**src/rtl/vigna_prefetch_if.sv**
```systemverilog
// Instruction bus, fetch-queue head and redirect signals of the vigna prefetch unit.
interface vigna_prefetch_if;
    logic        i_valid;
    logic        i_ready;
    logic [31:0] i_addr;
    logic [31:0] i_rdata;
    logic [31:0] i_wdata;
    logic [3:0]  i_wstrb;
    logic        f_valid;
    logic        f_ready;
    logic [31:0] f_inst;
    logic [31:0] f_addr;
    logic        redirect_valid;
    logic [31:0] redirect_addr;

    modport master (
        output i_valid, i_addr, i_wdata, i_wstrb, f_valid, f_inst, f_addr,
        input  i_ready, i_rdata, f_ready, redirect_valid, redirect_addr
    );

    modport slave (
        input  i_valid, i_addr, i_wdata, i_wstrb, f_valid, f_inst, f_addr,
        output i_ready, i_rdata, f_ready, redirect_valid, redirect_addr
    );
endinterface

```
**src/rtl/vigna_prefetch.sv**
```systemverilog
// Instruction prefetch unit: DEPTH-entry queue fed by a single-outstanding
// valid/ready fetch bus, flushed by branch/jump redirects.
module vigna_prefetch #(
    parameter logic [31:0] RESET_ADDR = 32'h0000_0000,
    parameter int unsigned DEPTH      = 4
) (
    input logic             clk,
    input logic             reset,
    vigna_prefetch_if.master bus
);
    localparam int unsigned   PW      = $clog2(DEPTH);
    localparam logic [PW:0]   DEPTH_C = (PW+1)'(DEPTH);

    logic          i_valid_q, i_valid_d;
    logic [31:0]   i_addr_q, i_addr_d;
    logic [31:0]   pc_q, pc_d;
    logic          discard_q, discard_d;
    logic [PW:0]   count_q, count_d;
    logic [PW-1:0] rptr_q, rptr_d;
    logic [PW-1:0] wptr_q, wptr_d;
    logic [31:0]   qaddr_q [DEPTH];
    logic [31:0]   qinst_q [DEPTH];

    logic          complete, pop, push, f_valid;
    logic [PW:0]   cnt_nxt;
    logic [31:0]   target;

    assign f_valid  = (count_q != '0);
    assign complete = i_valid_q && bus.i_ready;
    assign pop      = f_valid && bus.f_ready;
    assign target   = bus.redirect_addr & ~32'h3;

    assign bus.i_valid = i_valid_q;
    assign bus.i_addr  = i_addr_q;
    assign bus.i_wdata = '0;
    assign bus.i_wstrb = '0;
    assign bus.f_valid = f_valid;
    assign bus.f_inst  = qinst_q[rptr_q];
    assign bus.f_addr  = qaddr_q[rptr_q];

    always_comb begin
        i_valid_d = i_valid_q;
        i_addr_d  = i_addr_q;
        pc_d      = pc_q;
        discard_d = discard_q;
        count_d   = count_q;
        rptr_d    = rptr_q;
        wptr_d    = wptr_q;
        push      = 1'b0;
        cnt_nxt   = count_q;

        if (bus.redirect_valid) begin
            count_d = '0;
            rptr_d  = '0;
            wptr_d  = '0;
            // A stalled request cannot be aborted; its word is dropped when it lands.
            if (i_valid_q && !bus.i_ready) begin
                discard_d = 1'b1;
                pc_d      = target;
            end else begin
                discard_d = 1'b0;
                i_valid_d = 1'b1;
                i_addr_d  = target;
                pc_d      = target + 32'd4;
            end
        end else begin
            push = complete && !discard_q;
            if (complete)
                discard_d = 1'b0;
            cnt_nxt = count_q + (PW+1)'(push) - (PW+1)'(pop);
            count_d = cnt_nxt;
            if (push)
                wptr_d = wptr_q + PW'(1);
            if (pop)
                rptr_d = rptr_q + PW'(1);
            if ((!i_valid_q || complete) && (cnt_nxt < DEPTH_C)) begin
                i_valid_d = 1'b1;
                i_addr_d  = pc_q;
                pc_d      = pc_q + 32'd4;
            end else if (complete) begin
                i_valid_d = 1'b0;
            end
        end
    end

    always_ff @(posedge clk or posedge reset) begin
        if (reset) begin
            i_valid_q <= 1'b0;
            i_addr_q  <= RESET_ADDR;
            pc_q      <= RESET_ADDR;
            discard_q <= 1'b0;
            count_q   <= '0;
            rptr_q    <= '0;
            wptr_q    <= '0;
            for (int unsigned i = 0; i < DEPTH; i++) begin
                qaddr_q[i] <= '0;
                qinst_q[i] <= '0;
            end
        end else begin
            i_valid_q <= i_valid_d;
            i_addr_q  <= i_addr_d;
            pc_q      <= pc_d;
            discard_q <= discard_d;
            count_q   <= count_d;
            rptr_q    <= rptr_d;
            wptr_q    <= wptr_d;
            if (push) begin
                qaddr_q[wptr_q] <= i_addr_q;
                qinst_q[wptr_q] <= bus.i_rdata;
            end
        end
    end
endmodule

```
**src/flat_wrapper.sv**
```systemverilog
// flat-port wrapper written by rule: the top's interface ports become plain ports
module vigna_prefetch_flat 
#(
    parameter logic [31:0] RESET_ADDR = 32'h0000_0000,
    parameter int unsigned DEPTH      = 4
)
  (clk, reset, bus_i_valid, bus_i_addr, bus_i_wdata, bus_i_wstrb, bus_f_valid, bus_f_inst, bus_f_addr, bus_i_ready, bus_i_rdata, bus_f_ready, bus_redirect_valid, bus_redirect_addr);
  vigna_prefetch_if bus_i ();
  input logic clk;
  input logic reset;
  output wire logic [$bits(bus_i.i_valid)-1:0] bus_i_valid;
  output wire logic [$bits(bus_i.i_addr)-1:0] bus_i_addr;
  output wire logic [$bits(bus_i.i_wdata)-1:0] bus_i_wdata;
  output wire logic [$bits(bus_i.i_wstrb)-1:0] bus_i_wstrb;
  output wire logic [$bits(bus_i.f_valid)-1:0] bus_f_valid;
  output wire logic [$bits(bus_i.f_inst)-1:0] bus_f_inst;
  output wire logic [$bits(bus_i.f_addr)-1:0] bus_f_addr;
  input wire logic [$bits(bus_i.i_ready)-1:0] bus_i_ready;
  input wire logic [$bits(bus_i.i_rdata)-1:0] bus_i_rdata;
  input wire logic [$bits(bus_i.f_ready)-1:0] bus_f_ready;
  input wire logic [$bits(bus_i.redirect_valid)-1:0] bus_redirect_valid;
  input wire logic [$bits(bus_i.redirect_addr)-1:0] bus_redirect_addr;
  assign bus_i_valid = bus_i.i_valid;
  assign bus_i_addr = bus_i.i_addr;
  assign bus_i_wdata = bus_i.i_wdata;
  assign bus_i_wstrb = bus_i.i_wstrb;
  assign bus_f_valid = bus_i.f_valid;
  assign bus_f_inst = bus_i.f_inst;
  assign bus_f_addr = bus_i.f_addr;
  assign bus_i.i_ready = bus_i_ready;
  assign bus_i.i_rdata = bus_i_rdata;
  assign bus_i.f_ready = bus_f_ready;
  assign bus_i.redirect_valid = bus_redirect_valid;
  assign bus_i.redirect_addr = bus_redirect_addr;
  vigna_prefetch #(.RESET_ADDR(RESET_ADDR), .DEPTH(DEPTH)) u_core (.clk(clk), .reset(reset), .bus(bus_i));
endmodule
```
**config.mk**
```make
export PLATFORM = sky130hd
export DESIGN_NAME = vigna_prefetch_flat
export DESIGN_NICKNAME = d
export VERILOG_FILES = /design/src/rtl/vigna_prefetch_if.sv /design/src/rtl/vigna_prefetch.sv /design/src/flat_wrapper.sv
export SDC_FILE = /design/constraint.sdc
export NUM_CORES = 1
export LEC_CHECK = 0
export BUFFER_PORTS_ARGS = -buffer_cell sky130_fd_sc_hd__buf_2
export CAP_MARGIN = 30
export CELL_PAD_IN_SITES_DETAIL_PLACEMENT = 1
export CELL_PAD_IN_SITES_GLOBAL_PLACEMENT = 1
export CORE_ASPECT_RATIO = 0.6
export CORE_MARGIN = 2
export CORE_UTILIZATION = 43
export CTS_CLUSTER_SIZE = 8
export DETAILED_ROUTE_END_ITERATION = 6
export PLACE_DENSITY_LB_ADDON = 0.1
export SLEW_MARGIN = 0
export SYNTH_ARGS = -nofsm -noshare
export SYNTH_HDL_FRONTEND = slang
export SYNTH_SLANG_ARGS = --single-unit
```
**constraint.sdc**
```tcl
create_clock -name clk -period 10.3 [get_ports clk]
set_input_delay 1.03 -clock clk [delete_from_list [all_inputs] [get_ports clk]]
set_output_delay 1.03 -clock clk [all_outputs]
set_load 0.05 [all_outputs]
```
# Yosys cells after proc, flatten, opt, wreduce, memory -nomap -nowiden

Cells that the tools add are included.

Flip-flop bits (word level): 329
Bits of input ports: 69
Output and inout bits: 134
Word-level logic and storage cells: 74

Add/sub/neg operators: 6
Order comparisons: 4
Eq/ne operators: 1
Multiplexer cells: 28
Bitwise logic cells: 2
Reduce and logical (&&, ||, !) cells: 18

Operator list:

| cell                                                                         | number |
|---|---|
| 32-bit 2-to-1 mux                                                            | 11 |
| 128-bit bitwise mux                                                          | 2 |
| 32-bit binary-select mux with 2-bit select                                   | 2 |
| 32-bit by 3-bit adder with 32-bit output, second input constant              | 2 |
| 32-bit demux with 2-bit select                                               | 1 |
| 2-bit 2-to-1 mux                                                             | 4 |
| 2-bit nonzero test                                                           | 4 |
| 1-bit 2-to-1 mux                                                             | 7 |
| 3-bit >= comparator, second input constant                                   | 2 |
| 1-bit logical AND                                                            | 6 |
| 2-bit inverter with 3-bit output                                             | 2 |
| 3-bit nonzero test                                                           | 2 |
| 2-bit by 1-bit adder with 2-bit output, second input constant                | 2 |
| 2-bit AND reduction                                                          | 2 |
| 3-bit by 1-bit adder with 3-bit output                                       | 1 |
| 1-bit zero test                                                              | 3 |
| 3-bit by 1-bit less-than comparator with 1-bit output, second input constant | 1 |
| 3-bit less-than comparator, second input constant                            | 1 |
| 3-bit 2-to-1 mux                                                             | 1 |
| 3-bit by 1-bit subtractor with 3-bit output                                  | 1 |
| 2-bit != test, second input constant                                         | 1 |
| 1-bit logical OR                                                             | 1 |

# Logic depth before layout (Yosys ltp)

Depth in word-level cells: 8
Mapped depth: 13
Depth with buffers taken out: 12

# Worst setup path after synthesis

Ideal clock, no wire load.

Path type: register to register
Start: register u_core.count_q[1]
End: register u_core.pc_q[22]
Setup time: 146 ps
Arrival: 3163 ps
Required time: 10154 ps
Setup slack: 6991 ps
Cell stages (with the launch flop): 14
Path buffers: 1
Clock period less this slack: 3309 ps
Cells stage by stage: dfrtp_1 or3_1 and2_1 ha_1 inv_1 ha_1 inv_1 fa_1 xnor3_1 and2_1 clkbuf_1 nand4_1 xor2_1 mux2i_1

Word-level cells in the longest chain between the ends: 6
Elaborated cells between the ends (all ways): 7
Those cells by class: 2 x add/sub; 1 x order compare; 4 x reduce/logical

Ends and longest elaborated chain:

| item                                        | RTL line              | source |
|---|---|---|
| start, declared                             | vigna_prefetch.sv:18  | `logic [PW:0] count_q, count_d;` |
| start signal, assigned                      | vigna_prefetch.sv:104 | `count_q <= count_d;` |
| 3-bit nonzero test                          | vigna_prefetch.sv:28  | `assign f_valid = (count_q != '0);` |
| via bus_f_valid                             | flat_wrapper.sv:15    | `output wire logic [$bits(bus_i.f_valid)-1:0] bus_f_valid;` |
| 1-bit logical AND                           | vigna_prefetch.sv:30  | `assign pop = f_valid && bus.f_ready;` |
| 3-bit by 1-bit subtractor with 3-bit output | vigna_prefetch.sv:70  | `cnt_nxt = count_q + (PW+1)'(push) - (PW+1)'(pop);` |
| 3-bit less-than comparator                  | vigna_prefetch.sv:76  | `if ((!i_valid_q \|\| complete) && (cnt_nxt < DEPTH_C)) begin` |
| 1-bit logical AND                           | vigna_prefetch.sv:76  |  |
| 2-bit nonzero test (no line)                | n/a                   |  |
| end signal, assigned                        | vigna_prefetch.sv:102 | `pc_q <= pc_d;` |
| end, declared                               | vigna_prefetch.sv:16  | `logic [31:0] pc_q, pc_d;` |

The timed path passes the listed nets, and every way through them passes these cells.
A chain may end at the register's enable or synchronous reset.

# Worst setup path after layout

Start: register u_core.rptr_q[0]
End: output bus_f_inst[0]

Word-level cells in the longest chain between the ends: 4

Ends and longest elaborated chain:

| item                                                   | RTL line              | source |
|---|---|---|
| start, declared                                        | vigna_prefetch.sv:19  | `logic [PW-1:0] rptr_q, rptr_d;` |
| start signal, assigned                                 | vigna_prefetch.sv:105 | `rptr_q <= rptr_d;` |
| 2-bit inverter with 3-bit output (not written as such) | vigna_prefetch.sv:38  | `assign bus.f_inst = qinst_q[rptr_q];` |
| 32-bit binary-select mux with 2-bit select             | vigna_prefetch.sv:38  |  |
| 32-bit 2-to-1 mux (not written as such) (2 in series)  | vigna_prefetch.sv:38  |  |
| end, declared                                          | flat_wrapper.sv:16    | `output wire logic [$bits(bus_i.f_inst)-1:0] bus_f_inst;` |

No other way between the ends. The select of a mux whose other input is x is not followed.

==> flow_metrics.tcl <==
set metrics [dict create \
    nFillCells 3509 \
    grt_max_degree 161 \
    layout_setup_ws_ns 6.23 \
    clk_latency_ns 0.54 \
    drt_iter0_markers 386 \
    clkTransAtPathRegs_ns 0.05 \
    synth-main-ff-cell "dfrtp_1" \
    fin_crit_ns 4.07 \
    route.detailed.drc 0 \
    cts_made_buffers 46 \
    finalSetupTns_ns 0 \
    max_cap_violations 0 \
    skew_ns 0.0172 \
    synthDistinctLibCells 43 \
    start_util_pct 43.6 \
    postCtsHoldBufs 0 \
    maxUsedRoutingLayer "met4" \
    max_freq_mhz 246 \
    fin_area_um2 17700 \
    ys_ff_latch 322 \
    num_vias 9359 \
    synth_top_area_cell "dfrtp_1" \
    synth-edff-count 0 \
    cts_tree "built" \
    wl_mm 37.6 \
    end_kind "primary output" \
    path_max_fanout 35 \
    dpl_cell_area_um2 16500 \
    diodes 0 \
    max-slew-margin-rel_pct 32.3 \
    status "finished, final reports clean" \
    place_hpwl_mm 24.3 \
    cts_root_buf "clkbuf_16" \
    wl_met1_mm 18.5 \
    yosys-top-cells-area "dfrtp_1, mux2_2, mux4_2, mux2i_1, xor2_1" \
    grt_pass1_wl_mm 59.9 \
    tightest_slew_ns 1.01 \
    die_h_um 150 \
    post_cts_buffers 0 \
    dr.pass1.iters 6 \
    die_w_um 247 \
    multi_input_area_um2 6790 \
    clkSinkCount 322 \
    synthToLayoutAreaGrowth_pct 16.4 \
    core_um2 34900 \
    post-route-period-util_pct 39.5 \
    drive_gt1_share_pct 44.4 \
    finalHoldViolations 0 \
    rsz0062_at_grt "no" \
    grt_pass1_vias 10100 \
    worstPathArrival_ns 3.04 \
    p_leak_nw 8.28 \
    met3_length_mm 1.46 \
    finalWeightedCongestion 0.788 \
    netlist.area_leader.share_pct 52.9 \
    placedCellCount 1664 \
    cts_resized 0 \
    syn_area_um2 15200 \
    grt-ovfl-total 0 \
    antenna_found_initial 0 \
    synth_warnings 0 \
    grt_util_all_layers_pct 21.0 \
    ys_seq_area_share_pct 52.9 \
    synth_cells 1085 \
    nNetsFinal 1323 \
    row_count 53 \
    antenna_left 0 \
    seq_area_um2 8070 \
    avgViaCountPerCell 5.45 \
    layout.cells.non_filler 1716 \
    powerDensity_nw_per_um2 324 \
    avgSynthCellArea_um2 14.0 \
    cts_htree_levels 2 \
    worstSetupPathType "register to primary output" \
    io_pins 203 \
    clk_path_buf_depth 3 \
    avgRoutedWirePerCell_um 21.9 \
    setup_viol 0 \
    drv_slew 0 \
    ir_drop_mv 0.207 \
    io_buffer_count 164 \
    place_ws_ns 6.30 \
    cp.required_ns 9.27 \
    crit_path_start_kind "register" \
    synth-async-reset-ratio_pct 100 \
    die_area_um2 37000 \
    dr_wl_met2_mm 17.1 \
    hold_class "register to register" \
    whs_ns 0.499 \
]
[cell type report]
type                    count  area share (%)
well taps                 467            3.29
clock inverters             1          0.0494
flip-flops and latches    322            45.5
repair buffers            175            5.63
multi-input cells         688            38.3
inverters                  12           0.296
clock buffers              51            6.96
[flip-flops by register name, summed over array words and instances, names as in the netlist]
| signal | count |
|---|---|
| u_core.discard_q | 1 |
| u_core.qinst_q | 128 |
| u_core.wptr_q | 2 |
| u_core.bus.i_addr | 31 |
| u_core.pc_q | 30 |
| u_core.bus.i_valid | 1 |
| u_core.count_q | 3 |
| u_core.rptr_q | 2 |
| u_core.qaddr_q | 124 |
[stage by stage]
stage	util, %	total power, mW
3_5_place_dp	47.2	4.44
6_report	50.7	5.74
4_1_cts	50.7	5.83
2_1_floorplan	-	3.82
3_3_place_gp	46.9	4.37
5_1_grt	50.7	6.07
[cells in the mapped netlist, drive strengths merged (2+ instances only)]
| library cell | count |
|---|---|
| mux4 | 63 |
| inv | 12 |
| mux2i | 55 |
| xor2 | 38 |
| nor3 | 8 |
| dfrtp | 322 |
| nand2 | 55 |
| ha | 8 |
| mux2 | 253 |
| nor4 | 7 |
| nand3 | 26 |
| a21oi | 5 |
| xnor2 | 21 |
| o21ai | 35 |
| and2 | 4 |
| clkbuf | 46 |
| and4 | 3 |
| nor2b | 2 |
| or4 | 2 |
| nand4 | 28 |
| and3 | 6 |
| nor2 | 20 |
| buf | 52 |
[metal layers]
layer  up-vias  global-route usage [%]
li1       4192                       -
met1      4967                    31.0
met2       153                    32.2
met3        47                    3.98
met4         0                    4.88
met5         -                       0
[logic make-up (layout without fill, tap and decap cells)]
group | count (synthesis) | count (layout) | share of synthesized area [%]
adders and majority gates | 9 | 9 | 0.788
buffers and inverters | 110 | 239 | 3.72
muxes | 371 | 371 | 31.6
and+or+nand+nor | 168 | 168 | 5.89
DFF | 322 | 322 | 52.9
other | 1 | 36 | 0.0246
AOI/OAI and AO/OA | 44 | 44 | 1.53
xor gates and xnor gates | 60 | 60 | 3.54
[critical path, stage by stage (launching register included)]
cell	delay, ns
dfrtp_4	0.88
buf_4	0.72
mux4_2	0.61
buf_2	0.23
[cell usage in the layout (no fill, tap or decap), types with 4 or more instances in the layout]
cell       instances
conb_1            36
nand2_1           51
buf_4              7
xor2_1            38
clkbuf_16         49
nor3_1             8
a21oi_1            5
mux2_2           253
nand3_1           26
dfrtp_1          320
inv_1             11
buf_16             4
and2_1             4
mux4_2            63
nand2_4            4
buf_2            163
nand4_1           27
xnor2_1           21
and3_1             6
o21ai_0           34
ha_1               8
nor2_1            20
mux2i_1           55
[worst paths after layout]
kind | from | end | slack [ns] | cells past startpoint
max | u_core.rptr_q[0] | bus_f_inst[0] | 6.23 | 3
min | u_core.qaddr_q[119] | u_core.qaddr_q[119] | 0.50 | 1
max reg2reg | u_core.count_q[1] | u_core.pc_q[21] | 6.64 | 12
min reg2reg | u_core.qaddr_q[119] | u_core.qaddr_q[119] | 0.50 | 1
max in group asynchronous | reset | u_core.qaddr_q[60] | 7.50 | 4
min in group asynchronous | reset | u_core.qinst_q[57] | 0.66 | 2
[power breakdown]
| part | switching (mW) | internal (mW) | total [mW] |
|---|---|---|---|
| Sequential | 0.351 | 1.70 | 2.05 |
| Combinational | 1.52 | 0.827 | 2.34 |
| Clock | 0.517 | 0.828 | 1.35 |
| Total | 2.39 | 3.36 | 5.74 |
Note: power is estimated with default switching activity, not from simulation.
